==> src/rtl/render_cmd_pkg.sv <==
// render_cmd_pkg
// Shared types and helpers for the renderer command sequencer.
//   seq_state_t   : sequencer states; each non-IDLE state names the register
//                   write currently being presented on the master port.
//   render_cmd_t  : packed draw command {y[8:0], x[9:0], tex[7:0]}.
//   REG_*         : renderer slave register indices.
//   next_write    : next write state after a completed write (skips are
//                   resolved here so skipped states take zero cycles).
//   write_addr / write_data : address and data presented in a given state.
package render_cmd_pkg;

    typedef enum logic [2:0] {
        S_IDLE,
        S_TEX,
        S_NEGX,
        S_X,
        S_NEGY,
        S_Y,
        S_NEGCLR,
        S_PLOT
    } seq_state_t;

    typedef struct packed {
        logic [8:0] y;
        logic [9:0] x;
        logic [7:0] tex;
    } render_cmd_t;

    localparam int CMD_W = 27;

    localparam logic [3:0] REG_X    = 4'd1;
    localparam logic [3:0] REG_Y    = 4'd2;
    localparam logic [3:0] REG_NEG  = 4'd3;
    localparam logic [3:0] REG_TEX  = 4'd4;
    localparam logic [3:0] REG_PLOT = 4'd6;

    // neg is the renderer flag as it stands after the write just completed.
    function automatic seq_state_t next_write(input seq_state_t cur,
                                              input render_cmd_t cmd,
                                              input logic neg);
        seq_state_t nxt;
        nxt = S_IDLE;
        case (cur)
            S_TEX:    nxt = cmd.tex[7] ? S_PLOT : ((cmd.x[9] != neg) ? S_NEGX : S_X);
            S_NEGX:   nxt = S_X;
            S_X:      nxt = (cmd.y[8] != neg) ? S_NEGY : S_Y;
            S_NEGY:   nxt = S_Y;
            S_Y:      nxt = neg ? S_NEGCLR : S_PLOT;
            S_NEGCLR: nxt = S_PLOT;
            default:  nxt = S_IDLE;
        endcase
        return nxt;
    endfunction

    function automatic logic [3:0] write_addr(input seq_state_t s);
        logic [3:0] a;
        case (s)
            S_TEX:                    a = REG_TEX;
            S_NEGX, S_NEGY, S_NEGCLR: a = REG_NEG;
            S_X:                      a = REG_X;
            S_Y:                      a = REG_Y;
            S_PLOT:                   a = REG_PLOT;
            default:                  a = 4'd0;
        endcase
        return a;
    endfunction

    // Magnitudes are taken modulo the field width, so -512 -> 512 and
    // -256 -> 256 come out correctly as unsigned values.
    function automatic logic [31:0] write_data(input seq_state_t s,
                                               input render_cmd_t cmd);
        logic [9:0]  mag_x;
        logic [8:0]  mag_y;
        logic [31:0] d;
        mag_x = cmd.x[9] ? (~cmd.x + 10'd1) : cmd.x;
        mag_y = cmd.y[8] ? (~cmd.y + 9'd1) : cmd.y;
        case (s)
            S_TEX:   d = {24'd0, cmd.tex};
            S_NEGX:  d = {31'd0, cmd.x[9]};
            S_X:     d = {22'd0, mag_x};
            S_NEGY:  d = {31'd0, cmd.y[8]};
            S_Y:     d = {23'd0, mag_y};
            default: d = 32'd0;
        endcase
        return d;
    endfunction

endpackage

==> src/rtl/render_cmd_fifo.sv <==
// render_cmd_fifo
// Synchronous FIFO with registered pointers and occupancy count.
//   clk, rst      : clock, asynchronous active-high reset (empties the FIFO)
//   push, wdata   : write request and data (ignored when full)
//   pop, rdata    : read request (ignored when empty), head-of-queue data
//   full, empty   : occupancy flags
module render_cmd_fifo #(
    parameter int DEPTH = 16,
    parameter int WIDTH = 27
) (
    input  logic             clk,
    input  logic             rst,
    input  logic             push,
    input  logic [WIDTH-1:0] wdata,
    input  logic             pop,
    output logic [WIDTH-1:0] rdata,
    output logic             full,
    output logic             empty
);

    localparam int AW = (DEPTH > 1) ? $clog2(DEPTH) : 1;
    localparam int CW = AW + 1;

    logic [WIDTH-1:0] mem_q [DEPTH];
    logic [AW-1:0]    wr_ptr_q, wr_ptr_d;
    logic [AW-1:0]    rd_ptr_q, rd_ptr_d;
    logic [CW-1:0]    cnt_q, cnt_d;
    logic             do_push, do_pop;

    assign full    = (cnt_q == CW'(DEPTH));
    assign empty   = (cnt_q == '0);
    assign do_push = push && !full;
    assign do_pop  = pop && !empty;
    assign rdata   = mem_q[rd_ptr_q];

    // DEPTH is a power of two, so the pointers wrap naturally.
    always_comb begin
        wr_ptr_d = wr_ptr_q;
        rd_ptr_d = rd_ptr_q;
        cnt_d    = cnt_q;
        if (do_push) wr_ptr_d = wr_ptr_q + AW'(1);
        if (do_pop)  rd_ptr_d = rd_ptr_q + AW'(1);
        case ({do_push, do_pop})
            2'b10:   cnt_d = cnt_q + CW'(1);
            2'b01:   cnt_d = cnt_q - CW'(1);
            default: cnt_d = cnt_q;
        endcase
    end

    always_ff @(posedge clk or posedge rst) begin
        if (rst) begin
            wr_ptr_q <= '0;
            rd_ptr_q <= '0;
            cnt_q    <= '0;
        end else begin
            wr_ptr_q <= wr_ptr_d;
            rd_ptr_q <= rd_ptr_d;
            cnt_q    <= cnt_d;
        end
    end

    always_ff @(posedge clk) begin
        if (do_push) mem_q[wr_ptr_q] <= wdata;
    end

endmodule

==> src/rtl/render_cmd_sequencer.sv <==
// render_cmd_sequencer
// Buffers draw commands and replays each one as a sequence of Avalon-MM
// writes into the renderer register map.
//   clk, rst                 : clock, asynchronous active-high reset
//   cmd_valid/ready/data     : command input {y[8:0], x[9:0], tex[7:0]}
//   master_address/write/writedata, master_waitrequest : Avalon-MM master
//   busy                     : FIFO non-empty or sequencer active
//   cmds_done                : number of completed PLOT writes (wraps)
//
// state   | meaning
// IDLE    | no command in flight; pops the FIFO head into cmd_q
// TEX     | first cycle: present texture write; then hold until accepted
// NEGX    | flag write = sign(x), only entered when it differs from neg_q
// X       | x magnitude write
// NEGY    | flag write = sign(y), only entered when it differs from neg_q
// Y       | y magnitude write
// NEGCLR  | flag write = 0, only entered when neg_q is set
// PLOT    | plot trigger write; completion bumps cmds_done
module render_cmd_sequencer
    import render_cmd_pkg::*;
#(
    parameter int DEPTH = 16,
    parameter int CNT_W = 16
) (
    input  logic             clk,
    input  logic             rst,
    input  logic             cmd_valid,
    output logic             cmd_ready,
    input  logic [26:0]      cmd_data,
    output logic [3:0]       master_address,
    output logic             master_write,
    output logic [31:0]      master_writedata,
    input  logic             master_waitrequest,
    output logic             busy,
    output logic [CNT_W-1:0] cmds_done
);

    seq_state_t         state_q, state_d, nxt;
    render_cmd_t        cmd_q, cmd_d;
    logic               neg_q, neg_d;
    logic               wr_q, wr_d;
    logic [3:0]         addr_q, addr_d;
    logic [31:0]        data_q, data_d;
    logic [CNT_W-1:0]   done_q, done_d;

    logic               fifo_full, fifo_empty, fifo_pop;
    logic [CMD_W-1:0]   fifo_rdata;
    logic               wr_done;

    render_cmd_fifo #(
        .DEPTH (DEPTH),
        .WIDTH (CMD_W)
    ) u_fifo (
        .clk   (clk),
        .rst   (rst),
        .push  (cmd_valid && cmd_ready),
        .wdata (cmd_data),
        .pop   (fifo_pop),
        .rdata (fifo_rdata),
        .full  (fifo_full),
        .empty (fifo_empty)
    );

    assign cmd_ready        = !fifo_full && !rst;
    assign busy             = !fifo_empty || (state_q != S_IDLE);
    assign master_address   = addr_q;
    assign master_write     = wr_q;
    assign master_writedata = data_q;
    assign cmds_done        = done_q;
    assign wr_done          = wr_q && !master_waitrequest;

    always_comb begin
        state_d  = state_q;
        cmd_d    = cmd_q;
        neg_d    = neg_q;
        wr_d     = wr_q;
        addr_d   = addr_q;
        data_d   = data_q;
        done_d   = done_q;
        fifo_pop = 1'b0;
        nxt      = S_IDLE;
        if (state_q == S_IDLE) begin
            if (!fifo_empty) begin
                fifo_pop = 1'b1;
                cmd_d    = fifo_rdata;
                state_d  = S_TEX;
            end
        end else if (!wr_q) begin
            // Only TEX is entered without a write already on the bus.
            wr_d   = 1'b1;
            addr_d = write_addr(state_q);
            data_d = write_data(state_q, cmd_q);
        end else if (wr_done) begin
            if (addr_q == REG_NEG) neg_d = data_q[0];
            if (state_q == S_PLOT) done_d = done_q + {{(CNT_W-1){1'b0}}, 1'b1};
            // Present the next write on the same edge: no idle bus cycle.
            nxt     = next_write(state_q, cmd_q, neg_d);
            state_d = nxt;
            wr_d    = (nxt != S_IDLE);
            addr_d  = write_addr(nxt);
            data_d  = write_data(nxt, cmd_q);
        end
    end

    always_ff @(posedge clk or posedge rst) begin
        if (rst) begin
            state_q <= S_IDLE;
            cmd_q   <= '0;
            neg_q   <= 1'b0;
            wr_q    <= 1'b0;
            addr_q  <= '0;
            data_q  <= '0;
            done_q  <= '0;
        end else begin
            state_q <= state_d;
            cmd_q   <= cmd_d;
            neg_q   <= neg_d;
            wr_q    <= wr_d;
            addr_q  <= addr_d;
            data_q  <= data_d;
            done_q  <= done_d;
        end
    end

endmodule

==> config.mk <==
export PLATFORM = sky130hd
export DESIGN_NAME = render_cmd_sequencer
export DESIGN_NICKNAME = d
export VERILOG_FILES = /design/src/rtl/render_cmd_pkg.sv /design/src/rtl/render_cmd_fifo.sv /design/src/rtl/render_cmd_sequencer.sv
export SDC_FILE = /design/constraint.sdc
export NUM_CORES = 1
export LEC_CHECK = 0
export BUFFER_PORTS_ARGS = -buffer_cell sky130_fd_sc_hd__buf_4
export CORE_MARGIN = 1.5
export CORE_UTILIZATION = 55
export CTS_CLUSTER_SIZE = 16
export DETAILED_ROUTE_END_ITERATION = 12
export PLACE_DENSITY = 0.73
export SLEW_MARGIN = 15
export SYNTH_ARGS = -nofsm -noshare
export SYNTH_HDL_FRONTEND = slang
export SYNTH_SLANG_ARGS = --single-unit
==> constraint.sdc <==
create_clock -name clk -period 4.1 [get_ports clk]
set_clock_uncertainty 0.05 [all_clocks]
set_input_delay 0.82 -clock clk [delete_from_list [all_inputs] [get_ports clk]]
set_output_delay 0.82 -clock clk [all_outputs]
set_load 0.01 [all_outputs]
==> flow_summary.ini, run 1 <==
[power]
leakagePower_uw = 0.00795
peakVddDrop_v = 0.000316
powerDensity_nw_per_um2 = 657

[yosys]
netlist_instances = 1189
synth.distinct_cells = 74
syn_area_sq_um = 20900
synth_edf_count = 432
yosysSeqAreaShare_pct = 71.0
yosysWarnings = 0
ys_ff_latch = 506
synthArstFlopShare_pct = 14.6
ys.flop_type = edfxtp_1
syn_area_per_cell_sq_um = 17.6

[die]
fp.dieArea_sq_um = 39200
die_y_um = 198
start_util_pct = 55.7
num_io_pins = 86
fp-row-count = 71
die_w_um = 198
fp.coreArea_sq_um = 37500

[global_routing]
grt_pass1_vias = 11000
grt_use_total_pct = 23.0
antenna_found_initial = 2
grt_first_pass_wirelength_mm = 66.9
grt_max_degree = 68
grt_overflow = 0

[cells_and_area]
layout-drive-gt1-share_pct = 23.9
fin_nets = 1314
layout_commonest_cell = edfxtp_1
area_growth_pct = 12.4
final_cell_mix = 432 x edfxtp_1, 105 x mux4_2, 87 x buf_4, 85 x nand2_1, 70 x dfrtp_1
fillCellCount = 2658

[timing]
relSlewSlack_pct = 33.6
final.period_utilization_pct = 81.4
fin_hold_ws_ns = 0.146
tightest_slew_ns = 0.995
clock.fmax_mhz = 300
rsz0062_at_grt = no
slew_viol_final = 0
min_period_ns = 3.34
hold_viol_final = 0
tns_ns = 0
final-setup-viol-count = 0

[clock_tree]
htree_levels = 2
cts_tree = yes
cts.repair.resized = 0
cts_buffers = 49
ctsLongestPathBuffers = 3
root_buffer = clkbuf_16
ctsHoldBuffers = 0
cts_sinks = 506
postCtsSetupRepairBufs = 0
worstSkewPairLatency_ns = 0.55
clkTransAtPathRegs_ns = 0.06

[detailed_routing]
final_antenna_net_count = 0
drt_pass1_iterations = 5
drc_errors = 0
vias = 11000
drt_iter0_markers = 1046
routed_wirelength_mm = 44.1
post_drt_wl_per_cell_um = 24.2
via_per_inst = 6.07

[critical_path]
path_class = flop to flop
cp.arrival_ns = 3.71
cp.required_ns = 4.48
worstPathMaxFanout = 8
crit_path_end_kind = flop
cp-start-kind = flop

[status]
status = finished, final reports clean

[place]
gp_congestion = 0.890
portBuffers = 62
hpwlAfterDp_mm = 25.7

[job]
max-cap-violations = 0

[worst_hold_path]
min_path_type = input port to asynchronous set/reset pin
## logic make-up after synthesis
group,share of synthesized area (%)
multiplexers,13.2
flip-flops,71.0
buffers and inverters,2.56
AND/OR/NAND/NOR,5.15
other,0.0180
AO/OA/AOI/OAI,5.50
adder cells (fa/ha/maj),0.875
XOR/XNOR,1.72
## sequential cells by signal (all words and copies together), names as in the netlist
name              cells
neg_q                 1
master_write          1
master_address        3
master_writedata     10
u_fifo.wr_ptr_q       4
cmds_done            16
u_fifo.mem_q        432
u_fifo.rd_ptr_q       4
state_q               3
u_fifo.cnt_q          5
cmd_q                27
## critical path, cell delays in order (launching register included)
cell and delay, ns:
dfrtp_1 0.42, or4_1 0.64, o21a_1 0.22, and2_0 0.25
clkinv_1 0.08, buf_4 0.21, ha_1 0.33, ha_1 0.31
a21o_1 0.20, a21oi_1 0.17, xor2_1 0.16, nor2_1 0.07
xnor2_1 0.13
## path summary, 6_finish.rpt
check	from	end	slack [ns]	cells after the start
setup / recovery	u_fifo.cnt_q[0]	u_fifo.cnt_q[4]	0.76	12
max in group asynchronous	rst	u_fifo.rd_ptr_q[1]	2.59	3
hold / removal	rst	cmds_done[13]	0.15	2
hold reg to reg	cmd_q[2]	cmd_q[2]	0.43	2
min in group clk	cmd_q[2]	cmd_q[2]	0.43	2
setup reg to reg	u_fifo.cnt_q[0]	u_fifo.cnt_q[4]	0.76	12
## layer usage
metal  part of all wire [%]  vias up  GRT usage, %
met5                      0        -             0
met4                    3.1        0          7.46
met3                    6.4       92          3.46
met2                     49      446          38.2
met1                     41     5662          31.7
li1                       -     4842             -
## synth_stat cells, types with 4 or more instances
| master | count | area share (%) |
|---|---|---|
| edfxtp_1 | 432 | 62 |
| mux4_2 | 105 | 11 |
| nand2_1 | 85 | 1.5 |
| dfrtp_1 | 74 | 8.9 |
| xnor2_1 | 33 | 1.4 |
| o21ai_0 | 32 | 0.77 |
| buf_4 | 31 | 1.1 |
| nor2_1 | 29 | 0.52 |
| clkbuf_1 | 25 | 0.45 |
| nand2b_1 | 22 | 0.66 |
| inv_1 | 19 | 0.34 |
| mux2i_1 | 19 | 0.91 |
| o31ai_1 | 19 | 0.68 |
| mux2_2 | 18 | 0.97 |
| a21oi_1 | 17 | 0.41 |
| a21boi_0 | 16 | 0.58 |
| a31oi_1 | 16 | 0.48 |
| buf_2 | 16 | 0.38 |
| o22ai_1 | 16 | 0.48 |
| ha_1 | 13 | 0.78 |
| nand3_1 | 13 | 0.31 |
| and2_1 | 9 | 0.27 |
| buf_1 | 9 | 0.16 |
| nor2b_1 | 9 | 0.27 |
| nand4_1 | 8 | 0.24 |
| xor2_1 | 8 | 0.34 |
| a21o_1 | 6 | 0.22 |
| a2bb2oi_1 | 6 | 0.25 |
| nor4_1 | 6 | 0.18 |
| a22oi_1 | 5 | 0.18 |
| and3_1 | 5 | 0.15 |
| nor3_1 | 5 | 0.12 |
| o221ai_1 | 5 | 0.21 |
| nor3b_1 | 4 | 0.14 |
## area by class of cell
cell class / count / area, sq um / area share, %
well taps: 511 / 639 / 2.72
flip-flops and latches: 506 / 14800 / 63.2
repair buffers: 89 / 693 / 2.95
clock buffers: 69 / 1340 / 5.72
multi-input cells: 601 / 5720 / 24.4
diodes: 1 / 2.50 / 0.0107
clock inverters: 20 / 161 / 0.687
inverters: 22 / 86.3 / 0.368
## power breakdown
part / internal, uW / switching, uW
clock network: 2410 / 1820
registers: 6080 / 687
logic: 2090 / 2330
## per-stage QoR
stage          cells  instance area [sq um]  utilization, %  total power (uW)  setup slack (ns)
6_report        1819                  23500            62.6             15400             0.764
5_1_grt         1818                  23500            62.6             16100             0.545
4_1_cts         1818                  23500            62.6             15500             0.753
3_5_place_dp    1729                  22000            58.6             11300             0.589
3_3_place_gp    1729                  22000            58.6             11200             0.603
2_1_floorplan   1211                  21000               -              9940            -0.352
Power figures use the tool's default switching activity.
==> run 2: changes to the inputs <==
- ABC_AREA: unset -> 1
- CORE_UTILIZATION: 55 -> 56
- PLACE_DENSITY: 0.73 -> 0.74
- clock period: 4.1 -> 2.9 ns (I/O delays scaled with it)
==> run 2 against run 1 <==
Against the previous run:
- via count up 27%
- sequential cell count unchanged
- critical path depth down 3
- highest routed layer is now met5
- register-to-register slack worse by 0.58 ns
==> flow_summary.ini, run 2 <==
[status]
status = finished, final reports clean

[cells_and_area]
layout-drive-gt1-share_pct = 11.9
max_flop_register = u_fifo.mem_q
fin_nets = 1845
area_growth_pct = 12.7
largest_reg_flops = 432
fin_area_sq_um = 23600
final_cell_mix = 432 x edfxtp_1, 309 x nor2_1, 275 x o21ai_0, 144 x nand2_1, 92 x o22ai_1
layout_commonest_cell = edfxtp_1

[power]
powerDensity_nw_per_um2 = 982
leakagePower_uw = 0.00842
peakVddDrop_v = 0.000665
p_total_uw = 23200

[timing]
slew_viol_final = 0
hold_viol_final = 0
tightest_slew_ns = 1.14
min_period_ns = 2.72
final-setup-viol-count = 0
final.period_utilization_pct = 93.7
clock.fmax_mhz = 368
rsz0062_at_grt = no
relSlewSlack_pct = 23.9

[detailed_routing]
via_per_inst = 6.08
routed_wirelength_mm = 50.4
drc_errors = 0
final_antenna_net_count = 0
drt_iter0_markers = 1516
vias = 14100
post_drt_wl_per_cell_um = 21.8
drt_pass1_iterations = 5

[global_routing]
grt_max_degree = 111
gr-usage-met3_pct = 4.36
grtUsageMet2_pct = 42.3
grt_pass1_vias = 13900
grt_overflow = 0
grt_first_pass_wirelength_mm = 77.9
grt_busiest_layer = met2
grt_use_total_pct = 26.6
grtUsageMet1_pct = 37.0
antenna_found_initial = 2

[clock_tree]
cts_tree = yes
cts_buffers = 50
clkTransAtPathRegs_ns = 0.06
cts_sinks = 506
cts.repair.resized = 0
ctsHoldBuffers = 0
htree_levels = 2
root_buffer = clkbuf_16
worstSkewPairLatency_ns = 0.60
ctsLongestPathBuffers = 3
postCtsSetupRepairBufs = 0

[worst_hold_path]
min_path_type = input port to flop

[critical_path]
cpPeakStageDelay_ns = 0.89
crit_path_end_kind = flop
cpMaxStageDelayCell = nor2_4
crit_path_frequent_cell = nand2_1
worstPathCellList = nor4_2 -> buf_4 -> nand2_1 -> nand2_1 -> inv_2 -> nand2_4 -> inv_1 -> nand2_2 -> nor2_4
worstPathMaxFanout = 27
path_class = flop to flop
cp-start-kind = flop
cp.required_ns = 3.05
cp.arrival_ns = 2.87

[yosys]
synth.most_common_cell = edfxtp_1
yosysWarnings = 0
muxShareOfSynthArea_pct = 0.0537
ys_ff_latch = 506
synthSimpleGateAreaFrac_pct = 10.8
synthArstFlopShare_pct = 14.6
netlist.top_cell.by_area = edfxtp_1
synth.distinct_cells = 42
synth_area_leaders = edfxtp_1 62%, dfrtp_1 8.8%, o21ai_0 6.6%
synth_compound_gate_area_share_pct = 12.4
ys.flop_type = edfxtp_1
syn_area_sq_um = 21000
synth_fa_ha_area_share_pct = 0.871
synth_edf_count = 432
synth_top_area_share_pct = 61.9
synth_top_family_by_area = compound AO/OA/AOI/OAI gates
yosysSeqAreaShare_pct = 70.7
netlist_instances = 1754
syn_area_per_cell_sq_um = 12.0
synth_xor_xnor_area_share_pct = 1.17
synth.cells.most_frequent = 432 x edfxtp_1, 325 x nor2_1, 276 x o21ai_0

[place]
placedInstanceArea_sq_um = 22000
portBuffers = 62
hpwlAfterDp_mm = 29.6
gp_congestion = 0.879

[die]
die_y_um = 197
fp-row-count = 70
num_io_pins = 86
start_util_pct = 57.1
fp.coreArea_sq_um = 36700
die_w_um = 197
fp.dieArea_sq_um = 38600

[job]
max-cap-violations = 0
[run 2: cell types whose count changed after synthesis, sizes merged, moves of 42 or more]
cell	before	now
o21ai	35	285
nand2	85	151
o22ai	16	92
mux4	105	0
inv	20	62
nor2	29	329
clkbuf	25	74
[run 2: routing by layer]
metal	vias up	share of wire, %
met5	-	0.024
met1	6936	42
met3	103	7.4
met2	621	47
li1	6399	-
met4	2	2.9
[run 2: worst paths after layout]
| path | start | end | slack [ns] | depth (start not counted) |
|---|---|---|---|---|
| max in group asynchronous | rst | u_fifo.rd_ptr_q[0] | 1.81 | 3 |
| setup reg to reg | u_fifo.cnt_q[0] | u_fifo.mem_q[0][3] | 0.18 | 9 |
| hold reg to reg | cmds_done[15] | cmds_done[15] | 0.43 | 1 |
| setup / recovery | u_fifo.cnt_q[0] | u_fifo.mem_q[0][3] | 0.18 | 9 |
| min in group asynchronous | rst | master_writedata[4] | 0.27 | 3 |
| hold / removal | cmd_data[16] | u_fifo.mem_q[7][16] | 0.24 | 1 |
[run 2: power by group]
group | switching (uW) | internal (uW) | leakage (uW)
Clock | 2720 | 3690 | 0.000793
Sequential | 476 | 8640 | 0.00479
Combinational | 5320 | 2370 | 0.00283
[run 2: metrics by stage]
step / setup WS [ns] / instances / setup TNS, ns / hold WS, ns / util [%]
2_1_floorplan: -0.321 / 1776 / -52.28 / 0.413 / -
3_3_place_gp: 0.174 / 2216 / 0 / 0.412 / 60.0
3_5_place_dp: 0.0965 / 2216 / 0 / 0.420 / 60.0
4_1_cts: 0.0831 / 2310 / 0 / 0.211 / 64.4
5_1_grt: 0.0118 / 2311 / 0 / 0.234 / 64.4
6_report: 0.183 / 2311 / 0 / 0.238 / 64.4
[run 2: cells by family after synthesis]
group / Yosys count
DFF: 506
adders and majority gates: 14
other: 1
xor gates and xnor gates: 28
muxes: 1
and+or+nand+nor: 552
AOI/OAI and AO/OA: 463
buffers and inverters: 189
[run 2: critical path, delay by kind of cell, from the launching register on]
kind / cells / cell delay [ns]
buf+inv: 3 / 0.40
simple gates: 6 / 1.41
flops: 1 / 0.44
[run 2: layout make-up]
class                      instances  area [sq um]
antenna                            1          2.50
clock buffer                      70          1380
clock inverter                    24           244
fill                            2697         13100
inverter                          66           256
multi-input combinational       1081          5560
sequential                       506         14800
tap                              468           586
timing repair buffer              95           788
==> run 3: changes to the inputs <==
- CORE_UTILIZATION: 56 -> 65
- CTS_CLUSTER_SIZE: 16 -> unset
- PLACE_DENSITY: 0.74 -> 0.81
- clock period: 2.9 -> 3.4 ns (I/O delays scaled with it)
==> run 3 against run 2 <==
Against the previous run:
- count of clock-buffer cells in the layout is 3 lower
- critical path type unchanged
- largest cell class unchanged
- non-clock buffer count is 2 higher
- via count is 2.1% higher
- combinational power is 19% lower
- fmax is 2.0% lower
- global-route usage is 4.2 points higher
==> flow_summary.ini, run 3 (synthesis results as in run 2) <==
[worst_hold_path]
whs_path_depth = 1
min_from = cmd_data[14]
min_to = u_fifo.mem_q[1][14]
min_path_type = input port to flop

[detailed_routing]
post_drt_wl_per_cell_um = 22.5
top_layer = met4
wl_met3_mm = 5.25
drt_pass1_iterations = 7
via_per_inst = 6.41
met2_length_mm = 23.6
drt_iter0_markers = 1817
routed_wirelength_mm = 50.5
vias = 14400
drc_errors = 0
final_antenna_net_count = 0
m1WireLength_mm = 19.6

[power]
p_total_uw = 19300
powerDensity_nw_per_um2 = 819
leakagePower_uw = 0.00840
peakVddDrop_v = 0.000430

[cells_and_area]
final_cell_mix = 432 x edfxtp_1, 309 x nor2_1, 276 x o21ai_0, 147 x nand2_1, 92 x o22ai_1
layout_commonest_cell = edfxtp_1
max_flop_register = u_fifo.mem_q
fin_nets = 1846
fin_util_pct = 74.3
regArea_sq_um = 14800
layout-drive-gt1-share_pct = 11.6
fillCellCount = 1901
largest_reg_flops = 432
antenna_cells = 0
multiInputGateArea_sq_um = 5530
area_growth_pct = 12.1

[timing]
relSlewSlack_pct = 33.0
final.period_utilization_pct = 81.6
slew_viol_final = 0
tightest_slew_ns = 1.01
final-setup-viol-count = 0
clock.fmax_mhz = 361
min_period_ns = 2.77
rsz0062_at_grt = no
hold_viol_final = 0

[job]
max-cap-violations = 0

[die]
fp-row-count = 65
fp.dieArea_sq_um = 33400
fp.coreArea_sq_um = 31600
die_w_um = 183
num_io_pins = 86
start_util_pct = 66.3
die_y_um = 183

[clock_tree]
cts_tree = yes
clkTransAtPathRegs_ns = 0.06
worstSkewPairLatency_ns = 0.57
cts.repair.resized = 0
ctsLongestPathBuffers = 3
cts_sinks = 506
ctsHoldBuffers = 0
cts_buffers = 49
root_buffer = clkbuf_16
htree_levels = 2
postCtsSetupRepairBufs = 0

[critical_path]
cpMaxStageDelayCell = nor4_1
cpPeakStageDelay_ns = 0.48
r2r-end = u_fifo.cnt_q[4]
worstPathMaxFanout = 6
path_class = flop to flop
r2r_setup_slack_ns = 0.63
crit_path_end_kind = flop
cp.arrival_ns = 3.16
worstPathCellList = nor4_1 -> nand2_1 -> nand2_1 -> clkinv_1 -> ha_4 -> fa_1 -> a21o_1 -> a21oi_1 -> inv_1 -> o21ai_0 -> a21oi_1 -> xor2_1
cp-start-kind = flop
rr_worst_depth = 12
cp.required_ns = 3.79
r2r_start = u_fifo.cnt_q[0]

[global_routing]
grt_max_degree = 111
grt_first_pass_wirelength_mm = 77.9
grt_overflow = 0
grt_pass1_vias = 14000
antenna_found_initial = 0
grt_use_total_pct = 30.8

[status]
status = finished, final reports clean

[place]
portBuffers = 62
gp_congestion = 0.950
hpwlAfterDp_mm = 27.7
==> run 3: critical path, delay by kind of cell (launching register included) <==
kind / cells / cell delay [ns]
fa+ha+maj: 2 / 0.67
flops: 1 / 0.43
xor+xnor: 1 / 0.14
buf+inv: 2 / 0.18
compound gates: 4 / 0.52
simple gates: 3 / 0.67
==> run 3: metrics by stage <==
step	setup TNS, ns	hold slack (ns)	cells	instance area, sq um	setup slack (ns)
floorplan	-98.71	0.413	1776	21100	-0.262
global placement	0	0.411	2152	22000	0.631
detailed placement	0	0.413	2152	22000	0.630
CTS	0	0.340	2241	23500	0.611
global route	0	0.353	2241	23500	0.278
finish	0	0.360	2241	23500	0.627
==> run 3: worst max-delay path by stage <==
stage / cells after the start / from / slack, ns / endpoint
final: 12 / u_fifo.cnt_q[0] / 0.63 / u_fifo.cnt_q[4]
after global routing: 12 / u_fifo.cnt_q[0] / 0.28 / u_fifo.cnt_q[4]
after CTS: 12 / u_fifo.cnt_q[0] / 0.61 / u_fifo.cnt_q[4]
after detailed placement: 12 / u_fifo.cnt_q[0] / 0.63 / u_fifo.cnt_q[4]
after global placement: 12 / u_fifo.cnt_q[0] / 0.63 / u_fifo.cnt_q[4]
after floorplan: 7 / rst / -0.26 / u_fifo.mem_q[0][0]
==> run 3: cell type report <==
cell class,count,share of cell area [%]
clock buffer,67,5.68
clock inverter,22,0.820
inverter,66,1.09
multi-input combinational,1081,23.5
sequential,506,63.1
tap,402,2.14
timing repair buffer,97,3.63
==> run 3: report_power, final <==
group / total [uW] / internal [uW] / leakage (uW) / switching (uW)
registers: 7890 / 7360 / 0.00479 / 528
clock network: 5150 / 2910 / 0.000746 / 2240
logic: 6210 / 1910 / 0.00286 / 4300
total: 19300 / 12200 / 0.00840 / 7070
==> run 3: per-layer routing <==
metal,global-route usage (%),vias to the layer above
li1,-,6393
met5,0,-
met1,42.7,6881
met4,14.0,0
met2,48.5,914
met3,5.27,166
